### src/rtl/vo_timing_gen_if.sv
// Video output bus: DMA read request/return on one side, encoder syncs and pixels on the other.
// The master modport is the timing generator's view of the bus.
interface vo_timing_gen_if;
    logic        vo_vs;
    logic        vo_de;
    logic [15:0] video_data;
    logic        video_de;
    logic        hs;
    logic        vs;
    logic        de;
    logic [23:0] rgb;
    logic        sof;

    modport master (
        output vo_vs,
        output vo_de,
        output hs,
        output vs,
        output de,
        output rgb,
        output sof,
        input  video_data,
        input  video_de
    );

    modport slave (
        input  vo_vs,
        input  vo_de,
        input  hs,
        input  vs,
        input  de,
        input  rgb,
        input  sof,
        output video_data,
        output video_de
    );
endinterface

### src/rtl/vo_timing_gen.sv
// Display raster timing generator and RGB565 -> RGB888 output formatter.
// Issues DMA read requests and realigns returned pixels with delayed hs/vs/de.
module vo_timing_gen #(
    parameter int H_DISP = 1280,
    parameter int H_FP   = 110,
    parameter int H_SYNC = 40,
    parameter int H_BP   = 220,
    parameter int V_DISP = 720,
    parameter int V_FP   = 5,
    parameter int V_SYNC = 5,
    parameter int V_BP   = 20,
    parameter bit HS_POL = 1'b1,
    parameter bit VS_POL = 1'b1,
    parameter int RD_LAT = 2
) (
    input  logic            video_clk,
    input  logic            rst_n,
    input  logic            en,
    vo_timing_gen_if.master vo,
    output logic            underflow
);

    localparam int H_TOTAL = H_DISP + H_FP + H_SYNC + H_BP;
    localparam int V_TOTAL = V_DISP + V_FP + V_SYNC + V_BP;
    localparam int H_W     = $clog2(H_TOTAL + 1);
    localparam int V_W     = $clog2(V_TOTAL + 1);

    localparam logic [H_W-1:0] H_LAST     = H_W'(H_TOTAL - 1);
    localparam logic [H_W-1:0] H_ACT_END  = H_W'(H_DISP);
    localparam logic [H_W-1:0] H_SYNC_BEG = H_W'(H_DISP + H_FP);
    localparam logic [H_W-1:0] H_SYNC_END = H_W'(H_DISP + H_FP + H_SYNC);
    localparam logic [H_W-1:0] H_ONE      = H_W'(1);

    localparam logic [V_W-1:0] V_LAST     = V_W'(V_TOTAL - 1);
    localparam logic [V_W-1:0] V_ACT_END  = V_W'(V_DISP);
    localparam logic [V_W-1:0] V_SYNC_BEG = V_W'(V_DISP + V_FP);
    localparam logic [V_W-1:0] V_SYNC_END = V_W'(V_DISP + V_FP + V_SYNC);
    localparam logic [V_W-1:0] V_ONE      = V_W'(1);

    // Replicate MSBs into the low bits so full-scale 565 maps to full-scale 888.
    function automatic logic [23:0] rgb565_to_888(input logic [15:0] d);
        return {d[15:11], d[15:13], d[10:5], d[10:9], d[4:0], d[4:2]};
    endfunction

    logic [H_W-1:0] h_cnt;
    logic [V_W-1:0] v_cnt;

    logic de_p0, hs_p0, vs_p0, sof_p0;
    logic de_p1, hs_p1, vs_p1, sof_p1;

    logic [RD_LAT-1:0] de_p2, hs_p2, vs_p2;
    logic              de_exp, hs_tap, vs_tap;

    logic        de_p3, hs_p3, vs_p3;
    logic [23:0] rgb_p3;

    // Raster counters; en=0 parks them at the origin so re-enable starts a clean frame.
    always_ff @(posedge video_clk) begin
        if (!rst_n || !en) begin
            h_cnt <= '0;
            v_cnt <= '0;
        end else if (h_cnt == H_LAST) begin
            h_cnt <= '0;
            v_cnt <= (v_cnt == V_LAST) ? '0 : v_cnt + V_ONE;
        end else begin
            h_cnt <= h_cnt + H_ONE;
        end
    end

    // Stage p0: decode, gated by en so the pipeline drains while disabled
    assign de_p0  = en && (h_cnt < H_ACT_END) && (v_cnt < V_ACT_END);
    assign hs_p0  = en && (h_cnt >= H_SYNC_BEG) && (h_cnt < H_SYNC_END);
    assign vs_p0  = en && (v_cnt >= V_SYNC_BEG) && (v_cnt < V_SYNC_END);
    assign sof_p0 = en && (h_cnt == '0) && (v_cnt == '0);

    // Stage p1: DMA request register
    always_ff @(posedge video_clk) begin
        if (!rst_n) begin
            de_p1  <= 1'b0;
            hs_p1  <= 1'b0;
            vs_p1  <= 1'b0;
            sof_p1 <= 1'b0;
        end else begin
            de_p1  <= de_p0;
            hs_p1  <= hs_p0;
            vs_p1  <= vs_p0;
            sof_p1 <= sof_p0;
        end
    end

    // Stage p2: RD_LAT-deep delay matching the DMA read latency
    always_ff @(posedge video_clk) begin
        if (!rst_n) begin
            de_p2 <= '0;
            hs_p2 <= '0;
            vs_p2 <= '0;
        end else begin
            de_p2[0] <= de_p1;
            hs_p2[0] <= hs_p1;
            vs_p2[0] <= vs_p1;
            for (int i = 1; i < RD_LAT; i++) begin
                de_p2[i] <= de_p2[i-1];
                hs_p2[i] <= hs_p2[i-1];
                vs_p2[i] <= vs_p2[i-1];
            end
        end
    end

    assign de_exp = de_p2[RD_LAT-1];
    assign hs_tap = hs_p2[RD_LAT-1];
    assign vs_tap = vs_p2[RD_LAT-1];

    // Stage p3: encoder output register; data is only accepted when expected
    always_ff @(posedge video_clk) begin
        if (!rst_n) begin
            de_p3  <= 1'b0;
            hs_p3  <= ~HS_POL;
            vs_p3  <= ~VS_POL;
            rgb_p3 <= '0;
        end else begin
            de_p3  <= de_exp;
            hs_p3  <= hs_tap ^ ~HS_POL;
            vs_p3  <= vs_tap ^ ~VS_POL;
            rgb_p3 <= (de_exp && vo.video_de) ? rgb565_to_888(vo.video_data) : '0;
        end
    end

    always_ff @(posedge video_clk) begin
        if (!rst_n) begin
            underflow <= 1'b0;
        end else if (de_exp && !vo.video_de) begin
            underflow <= 1'b1;
        end
    end

    assign vo.vo_de = de_p1;
    assign vo.vo_vs = vs_p1;
    assign vo.sof   = sof_p1;
    assign vo.de    = de_p3;
    assign vo.hs    = hs_p3;
    assign vo.vs    = vs_p3;
    assign vo.rgb   = rgb_p3;

endmodule

### src/flat_wrapper.sv
// flat-port wrapper written by rule: the top's interface ports become plain ports
module vo_timing_gen_flat 
#(
    parameter int H_DISP = 1280,
    parameter int H_FP   = 110,
    parameter int H_SYNC = 40,
    parameter int H_BP   = 220,
    parameter int V_DISP = 720,
    parameter int V_FP   = 5,
    parameter int V_SYNC = 5,
    parameter int V_BP   = 20,
    parameter bit HS_POL = 1'b1,
    parameter bit VS_POL = 1'b1,
    parameter int RD_LAT = 2
)
  (video_clk, rst_n, en, underflow, vo_vo_vs, vo_vo_de, vo_hs, vo_vs, vo_de, vo_rgb, vo_sof, vo_video_data, vo_video_de);
  vo_timing_gen_if vo_i ();
  input  logic video_clk;
  input  logic rst_n;
  input  logic en;
  output logic underflow;
  output wire logic [$bits(vo_i.vo_vs)-1:0] vo_vo_vs;
  output wire logic [$bits(vo_i.vo_de)-1:0] vo_vo_de;
  output wire logic [$bits(vo_i.hs)-1:0] vo_hs;
  output wire logic [$bits(vo_i.vs)-1:0] vo_vs;
  output wire logic [$bits(vo_i.de)-1:0] vo_de;
  output wire logic [$bits(vo_i.rgb)-1:0] vo_rgb;
  output wire logic [$bits(vo_i.sof)-1:0] vo_sof;
  input wire logic [$bits(vo_i.video_data)-1:0] vo_video_data;
  input wire logic [$bits(vo_i.video_de)-1:0] vo_video_de;
  assign vo_vo_vs = vo_i.vo_vs;
  assign vo_vo_de = vo_i.vo_de;
  assign vo_hs = vo_i.hs;
  assign vo_vs = vo_i.vs;
  assign vo_de = vo_i.de;
  assign vo_rgb = vo_i.rgb;
  assign vo_sof = vo_i.sof;
  assign vo_i.video_data = vo_video_data;
  assign vo_i.video_de = vo_video_de;
  vo_timing_gen #(.H_DISP(H_DISP), .H_FP(H_FP), .H_SYNC(H_SYNC), .H_BP(H_BP), .V_DISP(V_DISP), .V_FP(V_FP), .V_SYNC(V_SYNC), .V_BP(V_BP), .HS_POL(HS_POL), .VS_POL(VS_POL), .RD_LAT(RD_LAT)) u_core (.video_clk(video_clk), .rst_n(rst_n), .en(en), .vo(vo_i), .underflow(underflow));
endmodule
### config.mk
export PLATFORM = sky130hd
export DESIGN_NAME = vo_timing_gen_flat
export DESIGN_NICKNAME = d
export VERILOG_FILES = /design/src/rtl/vo_timing_gen_if.sv /design/src/rtl/vo_timing_gen.sv /design/src/flat_wrapper.sv
export SDC_FILE = /design/constraint.sdc
export NUM_CORES = 1
export LEC_CHECK = 0
export CAP_MARGIN = 20
export CORE_MARGIN = 2
export CORE_UTILIZATION = 52
export DETAILED_ROUTE_END_ITERATION = 12
export HOLD_SLACK_MARGIN = 0.02
export PLACE_DENSITY = 0.92
export SYNTH_ARGS = -nofsm -noshare
export SYNTH_HDL_FRONTEND = slang
export SYNTH_SLANG_ARGS = --single-unit
export TNS_END_PERCENT = 50
### constraint.sdc
create_clock -name video_clk -period 3.6 [get_ports video_clk]
set_input_delay 0.72 -clock video_clk [delete_from_list [all_inputs] [get_ports video_clk]]
set_output_delay 0.72 -clock video_clk [all_outputs]
set_load 0.05 [all_outputs]
==> metrics <==
worst slew pin tran=588.5 ps; Post-CTS Resized=0; met2 WL=around 2.3 mm; fraction of layout cells with a size suffix above 1=5.747%; final hold vios=0; Synth area leader=dfxtp_1; GRT Util Overall=20.42%; Req. time, crit path=approximately 2900 ps; peak supply drop=~0.17 mV; critical path's top delay family=buffers and inverters; Initial Util=between 50% and 60%; clock buffer count from CTS=5; class of the most critical setup path=flip-flop to output pin; total power=1.020 mW; Synth top cells by count=51 x dfxtp_1, 26 x and2_1, 16 x nor2_1; Post-Syn Area=approximately 2100 sq um; RD Place Congestion=about 0.9; Worst Hold Depth=1; HP Class=flip-flop to flip-flop; Routed met3 length=approximately 320 um; CP Capture Type=output pin; H-tree Lvls=2; Pre-Repair DR Iteration Count=5; WP data arrival=1470 ps; Die ar.=between 4000 and 5000 sq um; 1st-iter DRT viols=around 170; Final period util=around 61%; pin count of the biggest net entering global routing=17; metal1 wirelength=~1.9 mm; critical-path cell list=clkdlybuf4s50_1; RSZ-0062 raised after global routing=false; Cell Pwr Density=between 300 and 400 nW/um^2; vias in the first global route=between 1,500 and 2,000; post-synth net total=250; synthesized netlist cell count=223; crit path time final=between 2000 and 2500 ps; Max-Cap Viols=0; WL per Instance=~14 um; final setup fails=0; post-detail-place hpwl=3.246 mm; Worst Setup Start Kind=flip-flop; row count=23; Clock Skew=roughly 8 ps; top-count cell post-synth=dfxtp_1; Slew HR=60.69%; CTS sink cnt=between 50 and 60; number of routed nets with antenna violations=0; first-pass GRT wire length=7.148 mm; Seq/Total Area, Yosys=approximately half; max-slew violations=0; die height=~68 um; largest cells by area after synthesis=dfxtp_1 48%, and2_1 7.7%, ha_1 4.1%; CTS clk-pin slew, worst paths=~90 ps; Setup TNS=0 ps; I/O Pins=roughly 50; P_leak=between 0.9 and 1 nW; IO buf count=50; Core Region=3971 sq um; Buf/Inv on CP=1; chip width=67.94 um; total setup buffers inserted after CTS=0; Net count, final=approximately 290; reg2reg path depth=5; Longest Clk Path Bufs=2; top layer in use=met4; drt total wl=4.506 mm; Yosys reg bits=51; share of the synthesized area in the top cell type=48.03%; yosys synthesis warning count=0; CP max stage cell=clkdlybuf4s50_1; routed via count=1,702; status=finished clean; antenna cells=0; Vias/cell=around 5.5; CP peak stage delay=a little over 800 ps; Fmax=around 460 MHz; Most used DFF post-synth=dfxtp_1; Final Util=about two thirds; fraction of registers with async set or reset after synthesis=0%; GRT overflow=0; DRC violations left=0; synth unique cells=40; Avg Synthesized Cell Area=between 9 and 10 sq um; Area Overhead vs Synth=25.66%; Max FO, Critical Path=2; Critical Path Stages=1; CTS Hold Buffers Added=0; number of flops mapped to enable cells by yosys=0; CTS tree=built; Root Buffer=clkbuf_8; clock latency on the worst-skew pair=roughly 300 ps; initial antenna violation count=0
[cells in the final DEF (no fill, tap or decap), drive strengths merged, types with 2 or more instances in the layout]
cell type / instances
nor4: 6
ha: 7
clkdlybuf4s50: 50
clkinv: 2
and2: 26
nand4: 7
nor2b: 2
nand4b: 2
nand3: 10
nor3: 4
xnor2: 6
o21ai: 8
and4: 2
nor4b: 3
a21oi: 10
xor2: 3
inv: 7
and3: 3
clkbuf: 5
dfxtp: 51
or3: 5
a31oi: 2
a31o: 2
or4: 2
nand2: 12
nor2: 16
[worst paths after layout]
kind | start | to | slack [ps]
max reg2reg | u_core.h_cnt[0] | u_core.v_cnt[5] | 1730
max | u_core.vo.rgb[22] | vo_rgb[17] | 1410
min | u_core.vs_p2[0] | u_core.vs_p2[1] | 450
min reg2reg | u_core.vs_p2[0] | u_core.vs_p2[1] | 450
[sequential cells by signal, summed over array words and instances, names as in the netlist, 2 cells and up]
name / flops
u_core.vo.rgb: 16
u_core.h_cnt: 11
u_core.v_cnt: 10
u_core.de_p2: 2
u_core.hs_p2: 2
u_core.vs_p2: 2
[per-layer routing]
layer	vias up	GRT usage (%)
met3	6	5.592
li1	832	-
met1	804	25.26
met5	-	0
met2	60	34.83
met4	0	5.500
[power by group]
part	switching (mW)	total, mW	internal, mW
logic	0.0254	0.0542	0.0287
registers	0.00326	0.571	0.568
clock network	0.187	0.394	0.207
total	0.216	1.02	0.804
[stage by stage]
| step | hold WS (ps) | instances | setup slack [ps] | area [sq um] |
|---|---|---|---|---|
| 2_1_floorplan | 411.9 | 223 | 1922 | 2126 |
| 3_3_place_gp | 416.8 | 303 | 1261 | 2559 |
| 3_5_place_dp | 426.3 | 303 | 1224 | 2559 |
| 4_1_cts | 451.4 | 311 | 1389 | 2671 |
| 5_1_grt | 461.4 | 311 | 1366 | 2671 |
| 6_report | 445.2 | 311 | 1415 | 2671 |
[final cells by class]
class                      count  area (sq um)
clock buffer                   5         68.82
clock inverter                 3         43.79
fill                         301          1300
inverter                       7         26.28
multi-input combinational    145         948.4
sequential                    51          1021
tap                           50         62.56
timing repair buffer          50         500.5
[logic make-up (layout without fill, tap and decap cells)]
logic type / after synthesis / after routing / synth area share [%]
simple gates: 102 / 102 / 29.25
flops: 51 / 51 / 48.03
compound gates: 27 / 27 / 7.535
buf+inv: 27 / 65 / 7.357
xor+xnor: 9 / 9 / 3.708
fa+ha+maj: 7 / 7 / 4.120
Power figures use the tool's default switching activity.
